<file path="src/rtl/cache_mem_arbiter.sv">
// cache_mem_arbiter: shares one RAM port between the icache and dcache miss
// channels. One requester is granted at a time. The grant is held until the
// RAM reports ACCESS, ERROR or a timeout, or until the requester withdraws.
//
// Handshake: a requester raises its request (iREN, or dREN/dWEN) and holds
// its address and data stable while its wait output is 1. Its wait output is
// 0 for exactly one cycle, the completion cycle. In that cycle load carries
// the RAM read data; this happens when the RAM reports ACCESS during the
// grant. A requester that drops its request before completion aborts the
// access and gets no completion.
//
// Optional build macro: ARB_ROUND_ROBIN_EN. When it is defined, a one-bit
// last-served register breaks ties in IDLE when both caches request. When it
// is undefined, the dcache always wins ties.
module cache_mem_arbiter #(
  parameter int WORD_W  = 32,
  parameter int TIMEOUT = 255
) (
  input  logic              CLK,
  input  logic              RST,
  input  logic              iREN,
  input  logic [WORD_W-1:0] iaddr,
  output logic              iwait,
  output logic [WORD_W-1:0] iload,
  input  logic              dREN,
  input  logic              dWEN,
  input  logic [WORD_W-1:0] daddr,
  input  logic [WORD_W-1:0] dstore,
  output logic              dwait,
  output logic [WORD_W-1:0] dload,
  output logic              ramREN,
  output logic              ramWEN,
  output logic [WORD_W-1:0] ramaddr,
  output logic [WORD_W-1:0] ramstore,
  input  logic [WORD_W-1:0] ramload,
  input  logic [1:0]        ramstate,
  output logic              err_timeout,
  output logic [1:0]        state_dbg_o
);

  typedef enum logic [1:0] {
    ST_IDLE    = 2'd0,
    ST_IGRANT  = 2'd1,
    ST_DGRANT  = 2'd2,
    ST_RECOVER = 2'd3
  } state_e;

  localparam logic [1:0] RAM_ACCESS = 2'd2;
  localparam logic [1:0] RAM_ERROR  = 2'd3;
  // Compared in 9 bits so the limit test stays correct at the top of the
  // 8-bit counter range.
  localparam logic [8:0] TIMEOUT_LIM = 9'(TIMEOUT);

  state_e     state_q, state_d;
  logic [7:0] cnt_q, cnt_d;
  logic       err_q, err_d;
  logic       d_req;
  logic       pick_d;
  logic       cnt_at_limit;
  logic [7:0] cnt_inc;

`ifdef ARB_ROUND_ROBIN_EN
  // 0 = icache was served last, 1 = dcache was served last.
  logic last_q, last_d;
`endif

  assign d_req        = dREN | dWEN;
  // The counter holds the number of non-completing grant cycles so far.
  // The limit is reached when this cycle would become the TIMEOUT-th one.
  assign cnt_at_limit = ({1'b0, cnt_q} + 9'd1) >= TIMEOUT_LIM;
  assign cnt_inc      = (cnt_q == 8'hFF) ? cnt_q : cnt_q + 8'd1;
  assign err_timeout  = err_q;
  assign state_dbg_o  = state_q;

  // Tie-break between simultaneous requests seen in IDLE.
`ifdef ARB_ROUND_ROBIN_EN
  assign pick_d = d_req & (~iREN | ~last_q);
`else
  assign pick_d = d_req;
`endif

  // State, timeout counter and sticky error flag.
  always_ff @(posedge CLK or posedge RST) begin
    if (RST) begin
      state_q <= ST_IDLE;
      cnt_q   <= 8'd0;
      err_q   <= 1'b0;
    end else begin
      state_q <= state_d;
      cnt_q   <= cnt_d;
      err_q   <= err_d;
    end
  end

`ifdef ARB_ROUND_ROBIN_EN
  // Last-served tracker. It changes only on a completion.
  always_ff @(posedge CLK or posedge RST) begin
    if (RST) begin
      last_q <= 1'b0;
    end else begin
      last_q <= last_d;
    end
  end
`endif

  // Next-state and output decode. All RAM-side outputs come from the live
  // inputs of the granted requester, so a withdrawn request drops the
  // strobes in the same cycle.
  always_comb begin
    state_d  = state_q;
    cnt_d    = cnt_q;
    err_d    = err_q;
`ifdef ARB_ROUND_ROBIN_EN
    last_d   = last_q;
`endif
    iwait    = 1'b1;
    iload    = '0;
    dwait    = 1'b1;
    dload    = '0;
    ramREN   = 1'b0;
    ramWEN   = 1'b0;
    ramaddr  = '0;
    ramstore = '0;

    case (state_q)
      ST_IDLE: begin
        if (pick_d) begin
          state_d = ST_DGRANT;
          cnt_d   = 8'd0;
        end else if (iREN) begin
          state_d = ST_IGRANT;
          cnt_d   = 8'd0;
        end
      end

      ST_IGRANT: begin
        if (!iREN) begin
          state_d = ST_IDLE;
        end else begin
          ramREN  = 1'b1;
          ramaddr = iaddr;
          if (ramstate == RAM_ACCESS) begin
            iwait   = 1'b0;
            iload   = ramload;
            state_d = ST_IDLE;
`ifdef ARB_ROUND_ROBIN_EN
            last_d  = 1'b0;
`endif
          end else if (ramstate == RAM_ERROR) begin
            state_d = ST_RECOVER;
          end else if (cnt_at_limit) begin
            state_d = ST_IDLE;
            err_d   = 1'b1;
          end else begin
            cnt_d   = cnt_inc;
          end
        end
      end

      ST_DGRANT: begin
        if (!d_req) begin
          state_d = ST_IDLE;
        end else begin
          // A simultaneous read and write request is served as a write.
          ramWEN   = dWEN;
          ramREN   = dREN & ~dWEN;
          ramaddr  = daddr;
          ramstore = dstore;
          if (ramstate == RAM_ACCESS) begin
            dwait   = 1'b0;
            dload   = dWEN ? '0 : ramload;
            state_d = ST_IDLE;
`ifdef ARB_ROUND_ROBIN_EN
            last_d  = 1'b1;
`endif
          end else if (ramstate == RAM_ERROR) begin
            state_d = ST_RECOVER;
          end else if (cnt_at_limit) begin
            state_d = ST_IDLE;
            err_d   = 1'b1;
          end else begin
            cnt_d   = cnt_inc;
          end
        end
      end

      ST_RECOVER: begin
        state_d = ST_IDLE;
      end

      default: begin
        state_d = ST_IDLE;
      end
    endcase
  end

endmodule

</file>
<file path="config.mk">
export PLATFORM = sky130hd
export DESIGN_NAME = cache_mem_arbiter
export DESIGN_NICKNAME = d
export VERILOG_FILES = /design/src/rtl/cache_mem_arbiter.sv
export SDC_FILE = /design/constraint.sdc
export NUM_CORES = 1
export LEC_CHECK = 0
export CAP_MARGIN = 20
export CELL_PAD_IN_SITES_DETAIL_PLACEMENT = 0
export CELL_PAD_IN_SITES_GLOBAL_PLACEMENT = 1
export CORE_MARGIN = 2
export CORE_UTILIZATION = 15
export CTS_BUF_LIST = sky130_fd_sc_hd__clkbuf_2
export DETAILED_ROUTE_END_ITERATION = 7
export GPL_TIMING_DRIVEN = 0
export PLACE_DENSITY = 0.92
export SLEW_MARGIN = 20
export SYNTH_ARGS = -nofsm -noshare
export SYNTH_HDL_FRONTEND = slang
export SYNTH_SLANG_ARGS = --single-unit
</file>
<file path="constraint.sdc">
create_clock -name CLK -period 2.31 [get_ports CLK]
set_input_delay 0.462 -clock CLK [delete_from_list [all_inputs] [get_ports CLK]]
set_output_delay 0.462 -clock CLK [all_outputs]
set_load 0.005 [all_outputs]
</file>
=== Word level (Yosys, flattened, before mapping) ===
Index checks and enable logic that the tools add are counted.

* Add/sub/neg operators: 2
* $mul: 0
* Div/mod/pow operators: 0
* Magnitude comparators: 1
* Eq/ne operators: 9
* Shift-type cells: 0
* Multiplexer cells: 45
* Bitwise gates (word level): 3
* Reductions and logical operators: 5

{| class="wikitable"
|+ Operators by type and width
! cell !! number
|-
| $mux W32 || 11
|-
| $mux W8 || 8
|-
| $pmux W32 S2 || 1
|-
| $pmux W8 S3 || 1
|-
| $mux W1 || 14
|-
| $mux W2 || 7
|-
| $add A8 B1 Y9 const B || 1
|-
| $ge A9 B8 Y1 const B || 1
|-
| $add A8 B1 Y8 const B || 1
|-
| $eq A2 B2 Y1 const B || 4
|-
| $eq A8 B8 Y1 const B || 1
|-
| $pmux W2 S4 || 1
|-
| $ne A2 B2 Y1 const B || 2
|-
| $pmux W1 S2 || 2
|-
| $reduce_and A4 Y1 || 1
|-
| $ne A3 B3 Y1 const B || 1
|-
| $reduce_and A3 Y1 || 1
|-
| $reduce_bool A3 Y1 || 1
|-
| $eq A2 B1 Y1 const B || 1
|-
| $logic_not A2 Y1 || 1
|-
| $reduce_bool A2 Y1 || 1
|-
| $and A1 B1 Y1 || 1
|-
| $not A1 Y1 || 1
|-
| $or A1 B1 Y1 || 1
|}

* Register bits: 11
* Bits in latches: 0
* Memory bits (writable): 0
* Memory bits (read-only): 0
* Input port bits: 135
* Output and inout bits: 135
* Logic and storage cells: 68
* Memories kept: 0

=== Logic depth before layout (Yosys ltp) ===
* Depth in word-level cells: 7
* Mapped depth: 9

=== Least setup slack after synthesis ===
OpenSTA, ideal clock, no wires.

* Path type: register to output
* Start point: reg state_q[0], in the netlist state_dbg_o[0]
* End point: out ramaddr[0]
* Data arrival time: 1692 ps
* Path slack: 156 ps
* Stages on the path, launching flop included: 9
* Buffers on the path: 2
* Cells stage by stage: dfrtp_1 > inv_1 > ha_1 > inv_1 > nor2_1 > clkbuf_1 > clkbuf_1 > a22oi_1 > nor2_1

* Word-level cells in the longest chain between the ends: 2
* Elaborated cells between the ends (all ways): 3
* Classes of those cells: eq/ne: 2; mux: 1

{| class="wikitable"
|+ RTL lines
! element !! RTL line !! source
|-
| start: declaration || 54 || <nowiki>state_e state_q, state_d;</nowiki>
|-
| start signal: assignment || 89 || <nowiki>state_q <= state_d;</nowiki>
|-
| $eq A2 B2 Y1 / $eq A2 B1 Y1 (equally long branches) || 125 || <nowiki>case (state_q)</nowiki>
|-
| $pmux W32 S2 (*) || 125 ||
|-
| end: declaration || 33 || <nowiki>output logic [WORD_W-1:0] ramaddr,</nowiki>
|}

Mark *: on every way between the ends. The rest lies on a longest branch, timed or not.

=== Final worst setup path ===
* Start point: reg state_q[0], in the netlist state_dbg_o[0]
* End point: out ramstore[23]

* Word-level cells in the longest chain between the ends: 2

{| class="wikitable"
|+ RTL lines
! element !! RTL line !! source
|-
| $eq A2 B2 Y1 || 125 ||
|-
| $mux W32 || 125 ||
|-
| end: declaration || 34 || <nowiki>output logic [WORD_W-1:0] ramstore,</nowiki>
|}

No other way between the ends.

==> results.sh <==
export IMPL_fp_dieH_um=120
export IMPL_dp_cells=746
export IMPL_p_clk_share_pct=3.0
export IMPL_ys_seq_area_share_pct=13.6
export IMPL_dp_hpwl_mm=9.75
export IMPL_drtIter0Drc=142
export IMPL_yosysWarningCount=0
export IMPL_synthesis_instances=301
export IMPL_grt_pass1_vias=3616
export IMPL_clock_skew_ns=0.0101
export IMPL_synthAdderAreaFrac_pct=4.33
export IMPL_wire_per_inst_um=17.2
export IMPL_grt_pass1_wl_mm=19.5
export IMPL_rsz0062_at_grt="true"
export IMPL_root_buffer="clkbuf_2"
export IMPL_cts_sinks=11
export IMPL_status="complete, but fails checks"
export IMPL_synth_edff_count=0
export IMPL_syn_num_nets=443
export IMPL_placed_area_um2=4930
export IMPL_synthSimpleGateAreaFrac_pct=48.0
export IMPL_core_area_um2=13200
export IMPL_synthMuxAreaShare_pct=0.990
export IMPL_slew_limit_headroom_pct=67.3
export IMPL_switching_share_pct=43.5
export IMPL_worst_pin_slew_ns=0.490
export IMPL_r2r_slack_ns=0.18
export IMPL_violations="setup timing"
export IMPL_critPathLaunchType="flip-flop"
export IMPL_htreeDepth=1
export IMPL_grt_antenna_before_repair=0
export IMPL_fin_crit_sh_pct=105
export IMPL_synth_seq_cells=11
export IMPL_fin_ws_ns=-0.125
export IMPL_vias=3514
export IMPL_globalRouteOverflowTotal=0
export IMPL_dp_slack_ns=-1.30
export IMPL_gp_congestion=0.808
export IMPL_grt_max_degree=12
export IMPL_async_flop_share_pct=100
export IMPL_synth_area_um2=2020
export IMPL_power_density_nw_per_um2=675
export IMPL_fp_row_count=42
export IMPL_viasPerCell=4.43
export IMPL_wirelength_mm=13.7
export IMPL_die_w_um=120
export IMPL_ioPinCount=270
export IMPL_die_area_um2=14400
export IMPL_final_hold_viol_count=0
export IMPL_pwr_share_comb_pct=89.6
export IMPL_antenna_left=0
export IMPL_numCtsBuffers=3
export IMPL_crit_arrival_ns=1.97
export IMPL_synth_compound_area_share_pct=24.3
export IMPL_utilization_pct=45.2
export IMPL_avgSynthCellArea_um2=6.72
export IMPL_p_sw_w=0.00175
export IMPL_fin_area_um2=5960
export IMPL_nets=760
export IMPL_drtPass1Iterations=7
export IMPL_p_seq_share_pct=7.3
export IMPL_leakage_nw=2.73
export IMPL_ys_flop_type="dfrtp_1"
export IMPL_cap_violations=0
export IMPL_ys_types=44
export IMPL_drc=0
export IMPL_diodes=0
export IMPL_setup_viol=103
export IMPL_cts_buffer_depth=2
export IMPL_initial_core_util_pct=15.3
export IMPL_cp_required_ns=1.85
export IMPL_p_int_w=0.00227
export IMPL_path_class="flip-flop to output port"
export IMPL_grt_use_total_pct=17.0
export IMPL_max_freq_mhz=411
export IMPL_clk_pin_slew_ns=0.13
export IMPL_hold_buffers=0
export IMPL_synth_xor_xnor_area_share_pct=0.433
export IMPL_cts_tree="done"
export IMPL_period_needed_ns=2.43
export IMPL_final_max_slew_violation_count=0
export IMPL_synth_top_family_by_area="simple AND/OR/NAND/NOR gates"
export IMPL_drive_gt1_share_pct=49.6
export IMPL_portBuffers=269
export IMPL_finalSetupTns_ns=-3.62
export IMPL_critical_path_max_fanout=10
export IMPL_cp_end_kind="output port"
export IMPL_insertion_delay_ns=0.28
export IMPL_area_growth_pct=195
export IMPL_ir_worst_vdd_v=0.000335
export IMPL_worstRegToRegCells=8
export IMPL_holdCritPathClass="input pin to asynchronous set/reset pin"
export IMPL_stdcell_count=793
==> layout make-up <==
cell class / count / area, um^2
buffer: 25 / 333
clock buffer: 4 / 20.0
fill: 1245 / 7230
inverter: 10 / 55.1
multi-input combinational: 251 / 2000
sequential: 11 / 277
tap: 176 / 220
timing repair buffer: 316 / 3050
==> logic make-up (layout without fill, tap and decap cells) <==
family,Yosys count,after routing
AO/OA/AOI/OAI,67,67
XOR/XNOR,1,1
adder cells (fa/ha/maj),7,7
buffers and inverters,39,355
flip-flops,11,11
multiplexers,2,2
AND/OR/NAND/NOR,174,174
==> power groups by stage <==
stage	Clock [W]	Sequential [W]	Combinational (W)
6_report	0.000121	0.000295	0.00360
5_1_grt	0.000134	0.000303	0.00384
4_1_cts	0.000125	0.000286	0.00331
3_5_place_dp	0	0.000290	0.00252
3_3_place_gp	0	0.000286	0.00247
2_1_floorplan	0	0.000283	0.00115
==> metrics by stage <==
stage | hold WS (ns) | total power [W]
after floorplan | 0.314 | 0.00143
after global placement | 0.458 | 0.00276
after detailed placement | 0.463 | 0.00281
after CTS | 0.495 | 0.00372
after global routing | 0.516 | 0.00428
final | 0.483 | 0.00402
==> cell usage after synthesis (2+ instances only) <==
master,n,area (um^2)
and2_1,68,425
nand2b_1,2,12.5
clkbuf_1,24,90.1
nand3_1,2,10.0
a22oi_1,33,248
nand2_1,12,45.0
dfrtp_1,11,275
nor2_1,44,165
o21ai_1,3,15.0
a31oi_1,3,18.8
o21ai_0,3,15.0
o31ai_1,2,15.0
buf_6,3,33.8
a21o_1,2,15.0
mux2i_1,2,20.0
a41o_1,2,20.0
ha_1,7,87.6
buf_1,2,7.51
nor4_1,2,12.5
a21oi_1,7,35.0
inv_1,9,33.8
and3_1,36,225
==> worst paths after layout <==
kind | start | end
max | state_dbg_o[0] | ramstore[23]
min | RST | err_timeout
max reg2reg | cnt_q[0] | cnt_q[5]
min reg2reg | err_timeout | err_timeout
max in group asynchronous | RST | state_dbg_o[1]
min in group CLK | err_timeout | err_timeout
==> worst max-delay path: stages (launching register included) <==
cell,delay (ns)
dfrtp_1,0.42
inv_2,0.09
ha_4,0.15
inv_4,0.04
nor2_4,0.18
clkbuf_8,0.19
and2_1,0.12
clkdlybuf4s50_1,0.50
==> timing repair <==
item | in CTS | in global routing
gates resized for setup | 616 | 160
pin swaps | 44 | 33
setup endpoints to repair | 136 | 135
setup buffers | 28 | 11
gates cloned | 10 | 4
endpoints found under the hold margin | 0 | 0
==> routing by layer <==
metal | vias to the layer above | track usage, % | share of wire, %
met4 | 0 | 2.28 | 0.69
met2 | 135 | 31.7 | 54
met1 | 1681 | 21.0 | 40
met3 | 8 | 2.57 | 5.2
li1 | 1690 | - | -
met5 | - | 0 | 0
==> cell usage in the layout (no fill, tap or decap), drive strengths merged, types with 7 or more instances in the layout <==
| master | count |
|---|---|
| dfrtp | 11 |
| inv | 9 |
| dlygate4sd2 | 10 |
| clkdlybuf4s50 | 137 |
| nor2 | 44 |
| and3 | 37 |
| buf | 165 |
| and2 | 68 |
| nand2 | 12 |
| a22oi | 33 |
| ha | 7 |
| a21oi | 7 |
| clkbuf | 31 |
==> registers in the layout, summed over array words and instances (netlist names) <==
register and cells:
cnt_q 8, state_dbg_o 2, err_timeout 1
Power figures use the tool's default switching activity.
